File: src/rtl/otter_mem_port_arbiter.sv
// -----------------------------------------------------------------------------
// otter_mem_port_arbiter
//
// Round-robin arbiter that shares one 32-bit memory/peripheral port among
// four requesters (0 = IF fetch, 1 = MEM stage, 2 = debug, 3 = DMA). It drives
// the 2-bit select of the request-data mux in front of the port and holds each
// grant until the port reports completion, then rotates priority.
//
// Optional feature: define ARB_TIMEOUT_EN to add a busy-cycle watchdog that
// force-releases a grant after TIMEOUT_CYCLES BUSY cycles without mem_done.
//
// Parameters:
//   TIMEOUT_CYCLES  BUSY cycles before forced release (ARB_TIMEOUT_EN), 2..255
//
// Ports:
//   CLK         in   1  system clock, rising edge
//   RST         in   1  asynchronous reset, active-high
//   req         in   4  per-requester request level, bit i = requester i
//   mem_done    in   1  port completion pulse, meaningful only while BUSY
//   gnt         out  4  one-hot grant, 0 when idle
//   sel         out  2  index of granted requester (mux select)
//   mem_start   out  1  pulse on the first cycle of each grant
//   busy        out  1  high while a grant is active
//   timeout     out  1  pulse on the first cycle after a forced release
//   timeout_id  out  2  index of the last timed-out requester
// -----------------------------------------------------------------------------
module otter_mem_port_arbiter #(
  parameter int TIMEOUT_CYCLES = 16
) (
  input  logic       CLK,
  input  logic       RST,
  input  logic [3:0] req,
  input  logic       mem_done,
  output logic [3:0] gnt,
  output logic [1:0] sel,
  output logic       mem_start,
  output logic       busy,
  output logic       timeout,
  output logic [1:0] timeout_id
);

  typedef enum logic [0:0] {
    ST_IDLE = 1'b0,
    ST_BUSY = 1'b1
  } state_t;

  // Elaboration-time legality check on the watchdog length.
  if (TIMEOUT_CYCLES < 2 || TIMEOUT_CYCLES > 255) begin : g_bad_timeout
    $error("otter_mem_port_arbiter: TIMEOUT_CYCLES must be in 2..255");
  end

  state_t     state_q, state_d;
  logic [3:0] gnt_q, gnt_d;
  logic [1:0] sel_q, sel_d;
  logic       mem_start_q, mem_start_d;
  logic       busy_q, busy_d;
  logic [1:0] ptr_q, ptr_d;
  logic       timeout_q, timeout_d;
  logic [1:0] timeout_id_q, timeout_id_d;

  logic       grant_s;     // a new grant is issued this cycle
  logic       to_hit_s;    // watchdog forces release this cycle
  logic [1:0] arb_ptr_s;   // priority pointer used for this cycle's scan
  logic       win_found_s;
  logic [1:0] win_idx_s;

  // Scan req starting just after ptr, ascending with wrap; first set bit wins.
  function automatic logic [2:0] rr_pick(input logic [3:0] r, input logic [1:0] p);
    logic [2:0] res;
    logic [1:0] idx;
    res = 3'b000;
    for (int k = 1; k <= 4; k++) begin
      idx = p + 2'(k);
      if (r[idx] && !res[2]) begin
        res = {1'b1, idx};
      end else begin
        res = res;
      end
    end
    return res;
  endfunction

  // Index to one-hot grant vector.
  function automatic logic [3:0] to_onehot(input logic [1:0] idx);
    logic [3:0] oh;
    case (idx)
      2'd0:    oh = 4'b0001;
      2'd1:    oh = 4'b0010;
      2'd2:    oh = 4'b0100;
      2'd3:    oh = 4'b1000;
      default: oh = 4'b0000;
    endcase
    return oh;
  endfunction

`ifdef ARB_TIMEOUT_EN
  localparam logic [7:0] TO_LAST = 8'(TIMEOUT_CYCLES - 1);

  logic [7:0] cnt_q, cnt_d;

  // Watchdog fires on the TIMEOUT_CYCLES-th BUSY cycle unless mem_done wins.
  always_comb begin
    to_hit_s = (state_q == ST_BUSY) && (cnt_q == TO_LAST) && !mem_done;
  end

  // Busy-cycle counter: cleared by each new grant, advanced while BUSY.
  always_comb begin
    cnt_d = cnt_q;
    if (grant_s) begin
      cnt_d = 8'd0;
    end else if (state_q == ST_BUSY) begin
      cnt_d = cnt_q + 8'd1;
    end else begin
      cnt_d = cnt_q;
    end
  end

  // Watchdog counter register.
  always_ff @(posedge CLK or posedge RST) begin
    if (RST) begin
      cnt_q <= 8'd0;
    end else begin
      cnt_q <= cnt_d;
    end
  end
`else
  // No watchdog: a grant is held until mem_done.
  always_comb begin
    to_hit_s = 1'b0;
  end
`endif

  // On release the just-served requester becomes the pointer, so the scan
  // for a back-to-back grant must already use sel instead of the old ptr.
  always_comb begin
    if (state_q == ST_BUSY) begin
      arb_ptr_s = sel_q;
    end else begin
      arb_ptr_s = ptr_q;
    end
    {win_found_s, win_idx_s} = rr_pick(req, arb_ptr_s);
  end

  // Next-state and registered-output logic.
  always_comb begin
    state_d      = state_q;
    gnt_d        = gnt_q;
    sel_d        = sel_q;
    busy_d       = busy_q;
    ptr_d        = ptr_q;
    mem_start_d  = 1'b0;
    timeout_d    = 1'b0;
    timeout_id_d = timeout_id_q;
    grant_s      = 1'b0;

    case (state_q)
      ST_IDLE: begin
        if (win_found_s) begin
          grant_s = 1'b1;
        end else begin
          state_d = ST_IDLE;
        end
      end
      ST_BUSY: begin
        if (mem_done || to_hit_s) begin
          ptr_d     = sel_q;
          timeout_d = to_hit_s;
          if (to_hit_s) begin
            timeout_id_d = sel_q;
          end else begin
            timeout_id_d = timeout_id_q;
          end
          if (win_found_s) begin
            grant_s = 1'b1;
          end else begin
            state_d = ST_IDLE;
            gnt_d   = 4'b0000;
            busy_d  = 1'b0;
          end
        end else begin
          state_d = ST_BUSY;
        end
      end
      default: begin
        state_d = ST_IDLE;
        gnt_d   = 4'b0000;
        busy_d  = 1'b0;
      end
    endcase

    if (grant_s) begin
      state_d     = ST_BUSY;
      gnt_d       = to_onehot(win_idx_s);
      sel_d       = win_idx_s;
      busy_d      = 1'b1;
      mem_start_d = 1'b1;
    end else begin
      mem_start_d = 1'b0;
    end
  end

  // State and output registers; reset pointer 3 makes requester 0 win first.
  always_ff @(posedge CLK or posedge RST) begin
    if (RST) begin
      state_q      <= ST_IDLE;
      gnt_q        <= 4'b0000;
      sel_q        <= 2'd0;
      mem_start_q  <= 1'b0;
      busy_q       <= 1'b0;
      ptr_q        <= 2'd3;
      timeout_q    <= 1'b0;
      timeout_id_q <= 2'd0;
    end else begin
      state_q      <= state_d;
      gnt_q        <= gnt_d;
      sel_q        <= sel_d;
      mem_start_q  <= mem_start_d;
      busy_q       <= busy_d;
      ptr_q        <= ptr_d;
      timeout_q    <= timeout_d;
      timeout_id_q <= timeout_id_d;
    end
  end

  assign gnt        = gnt_q;
  assign sel        = sel_q;
  assign mem_start  = mem_start_q;
  assign busy       = busy_q;
  assign timeout    = timeout_q;
  assign timeout_id = timeout_id_q;

endmodule
File: config.mk
export PLATFORM = sky130hd
export DESIGN_NAME = otter_mem_port_arbiter
export DESIGN_NICKNAME = d
export VERILOG_FILES = /design/src/rtl/otter_mem_port_arbiter.sv
export SDC_FILE = /design/constraint.sdc
export NUM_CORES = 1
export LEC_CHECK = 0
export BUFFER_PORTS_ARGS = -buffer_cell sky130_fd_sc_hd__buf_2
export CAP_MARGIN = 40
export CELL_PAD_IN_SITES_DETAIL_PLACEMENT = 0
export CELL_PAD_IN_SITES_GLOBAL_PLACEMENT = 1
export CORE_MARGIN = 8
export CORE_UTILIZATION = 35
export CTS_BUF_LIST = sky130_fd_sc_hd__clkbuf_4 sky130_fd_sc_hd__clkbuf_8
export DETAILED_ROUTE_END_ITERATION = 8
export GPL_ROUTABILITY_DRIVEN = 0
export GPL_TIMING_DRIVEN = 0
export PLACE_DENSITY = 0.83
export SETUP_SLACK_MARGIN = 0.4
export SLEW_MARGIN = 20
export SYNTH_ARGS = -nofsm -noshare
export SYNTH_HDL_FRONTEND = slang
export SYNTH_SLANG_ARGS = --single-unit
export TNS_END_PERCENT = 20
File: constraint.sdc
create_clock -name CLK -period 2.1 [get_ports CLK]
set_clock_uncertainty 0.05 [all_clocks]
set_input_delay 0.105 -clock CLK [delete_from_list [all_inputs] [get_ports CLK]]
set_output_delay 0.105 -clock CLK [all_outputs]
set_load 0.02 [all_outputs]
==> summary.txt, run 1 <==
# port buffers: 14
delay of the slowest critical-path stage: 430 ps
die area: 0.00325 mm²
clk sinks: 11
synthesized area: 589 µm²
Hold WC Path Type: in -> reg
max frequency: 0.580 GHz
worst skew pair latency: 260 ps
CP Capture Type: flip-flop
share of layout cells above drive strength 1: 51.9%
Distinct cells, synth: 27
clock power share: 19.5%
height of the die: 57.0 µm
via count: 506
Starting Density: 35.7%
critical path's top delay family: simple AND/OR/NAND/NOR gates
drt first pass iters: 4
core area: 0.00165 mm²
CP bufs+invs: 1
Gate Count Post-Synth: 52
CTS tree: done
Num CTS Buffers: 3
register area share after synthesis: 47.1%
worst slew pin tran: 570 ps
total power: 0.787 mW
H-tree depth: 1
crit path cell chain: buf_6 -> mux2i_4 -> a211oi_2 -> or4_4 -> a32o_2
first-pass GRT wire length: 2280 µm
minimum clock period: 1720 ps
Sw Ratio: 35.7%
CP Launch Type: flip-flop
commonest cells after routing, fill and taps aside: buf_2, dfrtp_1, buf_4
Crit Path Max Fanout: 5
commonest non-fill, non-tap cell in the layout: buf_2
Remaining DRCs: 0
Die W: 57.0 µm
Final Hold Violating Endpoints: 0
Area growth syn-to-layout: 38.0%
dpl hpwl: 941 µm
WL/cell: 14.6 µm
period utilisation layout: 82.1%
# diodes: 0
status: complete, no violations
combinational power share: 39.3%
# setup viols final: 0
Nets: 85
leak pwr: 0.384 nW
Int Power: 0.506 mW
via/cell ratio: 5.38
Slew headroom: 61.7%
max_cap viols: 0
#FFs+latches synth: 11
Synth area leaders: dfrtp_1, dfstp_2, mux2_2
Ports: 18
routed wire length: 1370 µm
Pins Over Slew Limit: 0
row count: 15
Max VDD drop: 0.504 mV
CTS max path bufs: 2
RSZ-0062 raised after global routing: yes
antenna violations before repair: 0
Synth top area share: 38.2%
Sequential Power Share: 41.2%
CTS Root Buffer Type: clkbuf_4
grt total ovfl: 0
vias in the first global route: 502
area leader, netlist: dfrtp_1
Clock transition at path regs: 60 ps
pin count of the biggest net entering global routing: 12
NetSw: 0.281 mW
slowest CP cell: or4_4
PwrDens: 968 mW/mm²
DR iter-0 viols: 8
yosys synthesis warning count: 0
critical path required time: 2210 ps
gr usage total: 8.56%
DRT antenna net count: 0
Synth Area per Inst: 11.3 µm²
final setup TNS: 0 ps
crit path DAT: 1830 ps
critical path class: reg -> reg
-- worst min-delay path, delay by kind of cell --
| kind | cells | cell delay, ps |
|---|---|---|
| buffers and inverters | 1 | 110 |
| and+or+nand+nor | 1 | 90 |
| AOI/OAI and AO/OA | 1 | 70 |
-- timing repair --
action,CTS,global route
pin swaps,2,2
gates resized for setup,4,4
endpoints found under the setup margin,5,6
setup buffers,2,0
hold buffers,2,0
cloned,1,0
hold endpoints to repair,10,0
-- synthesized netlist by cell type, drive strengths merged --
library cell  count
dfstp             2
a221o             1
mux2i             2
nand2             2
a21oi             4
o22ai             1
o21ai             1
nor4b             1
nor4              2
a32o              4
a221oi            1
inv               4
buf               4
conb              1
mux2              4
a211oi            1
nor3              1
dfrtp             9
a22o              1
nand2b            1
nor2              3
or4               1
a21o              1
-- final timing paths --
path	from	to	slack [ps]	depth (start not counted)
setup / recovery	state_q$_DFF_PP0_	gnt[1]$_DFFE_PP0P_	380	5
hold / removal	req[0]	state_q$_DFF_PP0_	100	3
setup reg to reg	state_q$_DFF_PP0_	gnt[1]$_DFFE_PP0P_	380	5
hold reg to reg	busy$_DFFE_PP0P_	busy$_DFFE_PP0P_	430	1
max in group asynchronous	RST	ptr_q[1]$_DFFE_PP1P_	1360	3
min in group asynchronous	RST	busy$_DFFE_PP0P_	320	3
-- state kept, by name (all words and copies together) (netlist names) --
register / cells
mem_start: 1
state_q: 1
gnt: 4
busy: 1
sel: 2
ptr_q: 2
-- metrics by stage --
stage	instances	instance area (µm²)	hold WS (ps)	util (%)	setup slack, ps
final	94	813	102	49.2	376
after detailed placement	85	688	66.0	41.7	301
after CTS	94	779	70.5	47.2	395
after floorplan	54	597	-94.0	-	461
after global routing	94	813	120	49.2	332
after global placement	85	688	56.6	41.7	306
-- cells by family after synthesis --
kind of cell | count (synthesis) | share of synthesized area [%]
simple gates | 11 | 10.6
mux | 6 | 13.2
compound gates | 15 | 20.2
flops | 11 | 47.1
other cells | 1 | 0.636
buf+inv | 8 | 8.28
-- area by class of cell --
cell class,instances,area [µm²]
buffer,4,33.8
clock buffer,4,30.0
fill,165,838
inverter,4,15.0
multi-input combinational,35,325
sequential,11,278
tap,17,21.3
timing repair buffer,19,110
-- per-layer routing --
metal / wire, µm / part of all wire (%) / global-route usage [%]
met1: 639 / 47 / 10.7
met2: 632 / 46 / 12.7
met3: 83 / 6.1 / 2.44
met4: 16 / 1.2 / 5.03
met5: 0 / 0 / 0
-- power by group through the flow --
stage / registers (mW) / logic, mW / clock network, mW
finish: 0.325 / 0.309 / 0.154
detailed placement: 0.323 / 0.254 / 0
global route: 0.332 / 0.338 / 0.168
CTS: 0.321 / 0.287 / 0.162
global placement: 0.321 / 0.253 / 0
floorplan: 0.358 / 0.142 / 0
No activity file was read; power rests on OpenSTA's default activity.
==> run 2: changes to the inputs <==
ABC_AREA = 1   (was not set)
clock period = 1.8 ns   (was 2.1 ns; I/O delays follow)
==> summary.txt, run 2 <==
share of layout cells above drive strength 1: 38.5%
dpl hpwl: 1650 µm
Gate Count Post-Synth: 138
Synth area leaders: dfrtp_1, nand2_1, nand2_4
Area growth syn-to-layout: 21.8%
largest family of logic cells by synthesized area: simple AND/OR/NAND/NOR gates
Synth Area in Compound Gates: 4.18%
Design Area, Final: 0.00117 mm²
Cells after DPL: 185
PwrDens: 2190 mW/mm²
clock power share: 6.9%
final core utilization: 43.5%
H-tree depth: 1
die area: 0.00467 mm²
max frequency: 0.532 GHz
Nets: 169
register area share after synthesis: 29.0%
Synth top area share: 23.5%
violated checks: negative setup slack
#FFs+latches synth: 11
Distinct cells, synth: 20
Pins Over Slew Limit: 0
Starting Density: 35.7%
core area: 0.00269 mm²
area leader, netlist: dfrtp_1
CTS tree: done
row count: 19
yosys synthesis warning count: 0
final setup TNS: -221 ps
max_cap viols: 0
Die W: 68.3 µm
clk sinks: 11
synth cell count leaders: nand2_1, nand3_1, inv_1
DRT antenna net count: 0
status: finished, violations left
CP Capture Type: flip-flop
critical path class: reg -> reg
Sw Ratio: 55.1%
Simple-Gate Fraction of Synth Area: 54.3%
commonest cells after routing, fill and taps aside: nand2_1, inv_1, nand3_1, buf_2, nand2_2
CTS Root Buffer Type: clkbuf_4
minimum clock period: 1880 ps
Async SR Flop Fraction: 100%
Ports: 18
via/cell ratio: 4.67
DR iter-0 viols: 87
height of the die: 68.3 µm
pin count of the biggest net entering global routing: 12
mux cell area share after synthesis: 0%
area post-placement: 0.00108 mm²
Int Power: 1.15 mW
# setup viols final: 6
vias in the first global route: 882
via count: 896
combinational power share: 75.4%
WHS: 140 ps
Remaining DRCs: 0
Finished Layout Cells: 192
Crit Path Max Fanout: 7
antenna violations before repair: 0
Synth Area in Adders: 0%
Num CTS Buffers: 3
number of flip-flops under the largest register name: 4
Clock transition at path regs: 70 ps
synthesized area: 958 µm²
RSZ-0062 raised after global routing: yes
final worst slack: -81.3 ps
r2r setup slk: -80 ps
gr usage total: 9.88%
CP Launch Type: flip-flop
commonest non-fill, non-tap cell in the layout: nand2_1
worst skew pair latency: 260 ps
period utilisation layout: 105%
Sequential Power Share: 17.7%
grt total ovfl: 0
CTS max path bufs: 2
critical path required time: 1910 ps
# diodes: 0
drt first pass iters: 3
WL/cell: 10.9 µm
number of enable flip-flop cells after synthesis: 0
routed wire length: 2090 µm
Synth Area per Inst: 6.95 µm²
Max VDD drop: 1.04 mV
NetSw: 1.41 mW
# port buffers: 14
Final Hold Violating Endpoints: 0
xor and xnor area share after synthesis: 0%
library cell with the highest instance count after synthesis: nand2_1
Hold WC Path Type: in -> reg
crit path DAT: 1990 ps
leak pwr: 0.664 nW
top_reg_cell synth: dfrtp_1
first-pass GRT wire length: 3620 µm
run 2: cell types whose count changed in the layout (fill, tap and decap cells not counted), moves of 4 or more:
cell	change
nand2_1	+44
nand2_2	+13
nand3_2	+5
mux2_2	-4
inv_1	+10
nand4_1	+4
nand2_4	+10
nand3_1	+14
run 2: repair_timing:
action	4_1_cts	5_1_grt
setup endpoints to repair	9	9
endpoints found under the hold margin	9	0
buffers inserted	0	1
pin swaps	0	7
hold buffers	1	0
gates resized for setup	3	11
gates cloned	1	0
run 2: final timing paths:
kind | start | to | cells past startpoint
worst max-delay path | ptr_q[0]$_DFFE_PP1P_ | gnt[3]$_DFFE_PP0P_ | 15
worst min register to register | busy$_DFFE_PP0P_ | busy$_DFFE_PP0P_ | 2
worst min-delay path | mem_done | state_q$_DFF_PP0_ | 4
max in group asynchronous | RST | ptr_q[1]$_DFFE_PP1P_ | 3
min in group asynchronous | RST | mem_start$_DFF_PP0_ | 3
worst max register to register | ptr_q[0]$_DFFE_PP1P_ | gnt[3]$_DFFE_PP0P_ | 15
run 2: layer usage:
layer	global-route usage, %	share of wire, %
met5	0	0
met2	16.8	46
met1	11.8	49
met3	1.64	3.8
met4	4.86	1.6
run 2: logic make-up after synthesis:
group | Yosys count
AO/OA/AOI/OAI | 7
flip-flops | 11
AND/OR/NAND/NOR | 97
other | 1
buffers and inverters | 22
run 2: area by class of cell:
class | instances | area, µm²
Clock buffer | 4 | 30.0
Timing Repair Buffer | 17 | 95.1
Tap cell | 31 | 38.8
Fill cell | 295 | 1520
Multi-Input combinational cell | 107 | 604
Inverter | 16 | 62.6
Sequential cell | 11 | 280
Buffer | 6 | 56.3
run 2: critical path, cell delays in order (launching register included):
cell,delay (ps)
dfstp_2,580
inv_2,40
nand2_2,50
nand2_2,60
buf_6,130
nand2_2,50
nand2_2,50
nand2_2,80
nand2_4,70
nor2_8,150
nand3_2,80
nand2_2,100
buf_6,120
nand2_4,50
nand3_2,70
nand2_1,50
run 2: power by group through the flow:
stage	sequential [mW]	clock (mW)	combinational, mW
final	0.454	0.176	1.93
after detailed placement	0.452	0	1.79
after global placement	0.446	0	1.78
after global routing	0.466	0.194	2.15
after CTS	0.451	0.184	1.83
after floorplan	0.518	0	1.38
run 2: stage by stage:
step	power [mW]	worst slack (ps)
floorplan	1.90	45.6
global placement	2.22	-107
detailed placement	2.24	-114
CTS	2.46	-91.8
global route	2.81	-213
finish	2.56	-81.3
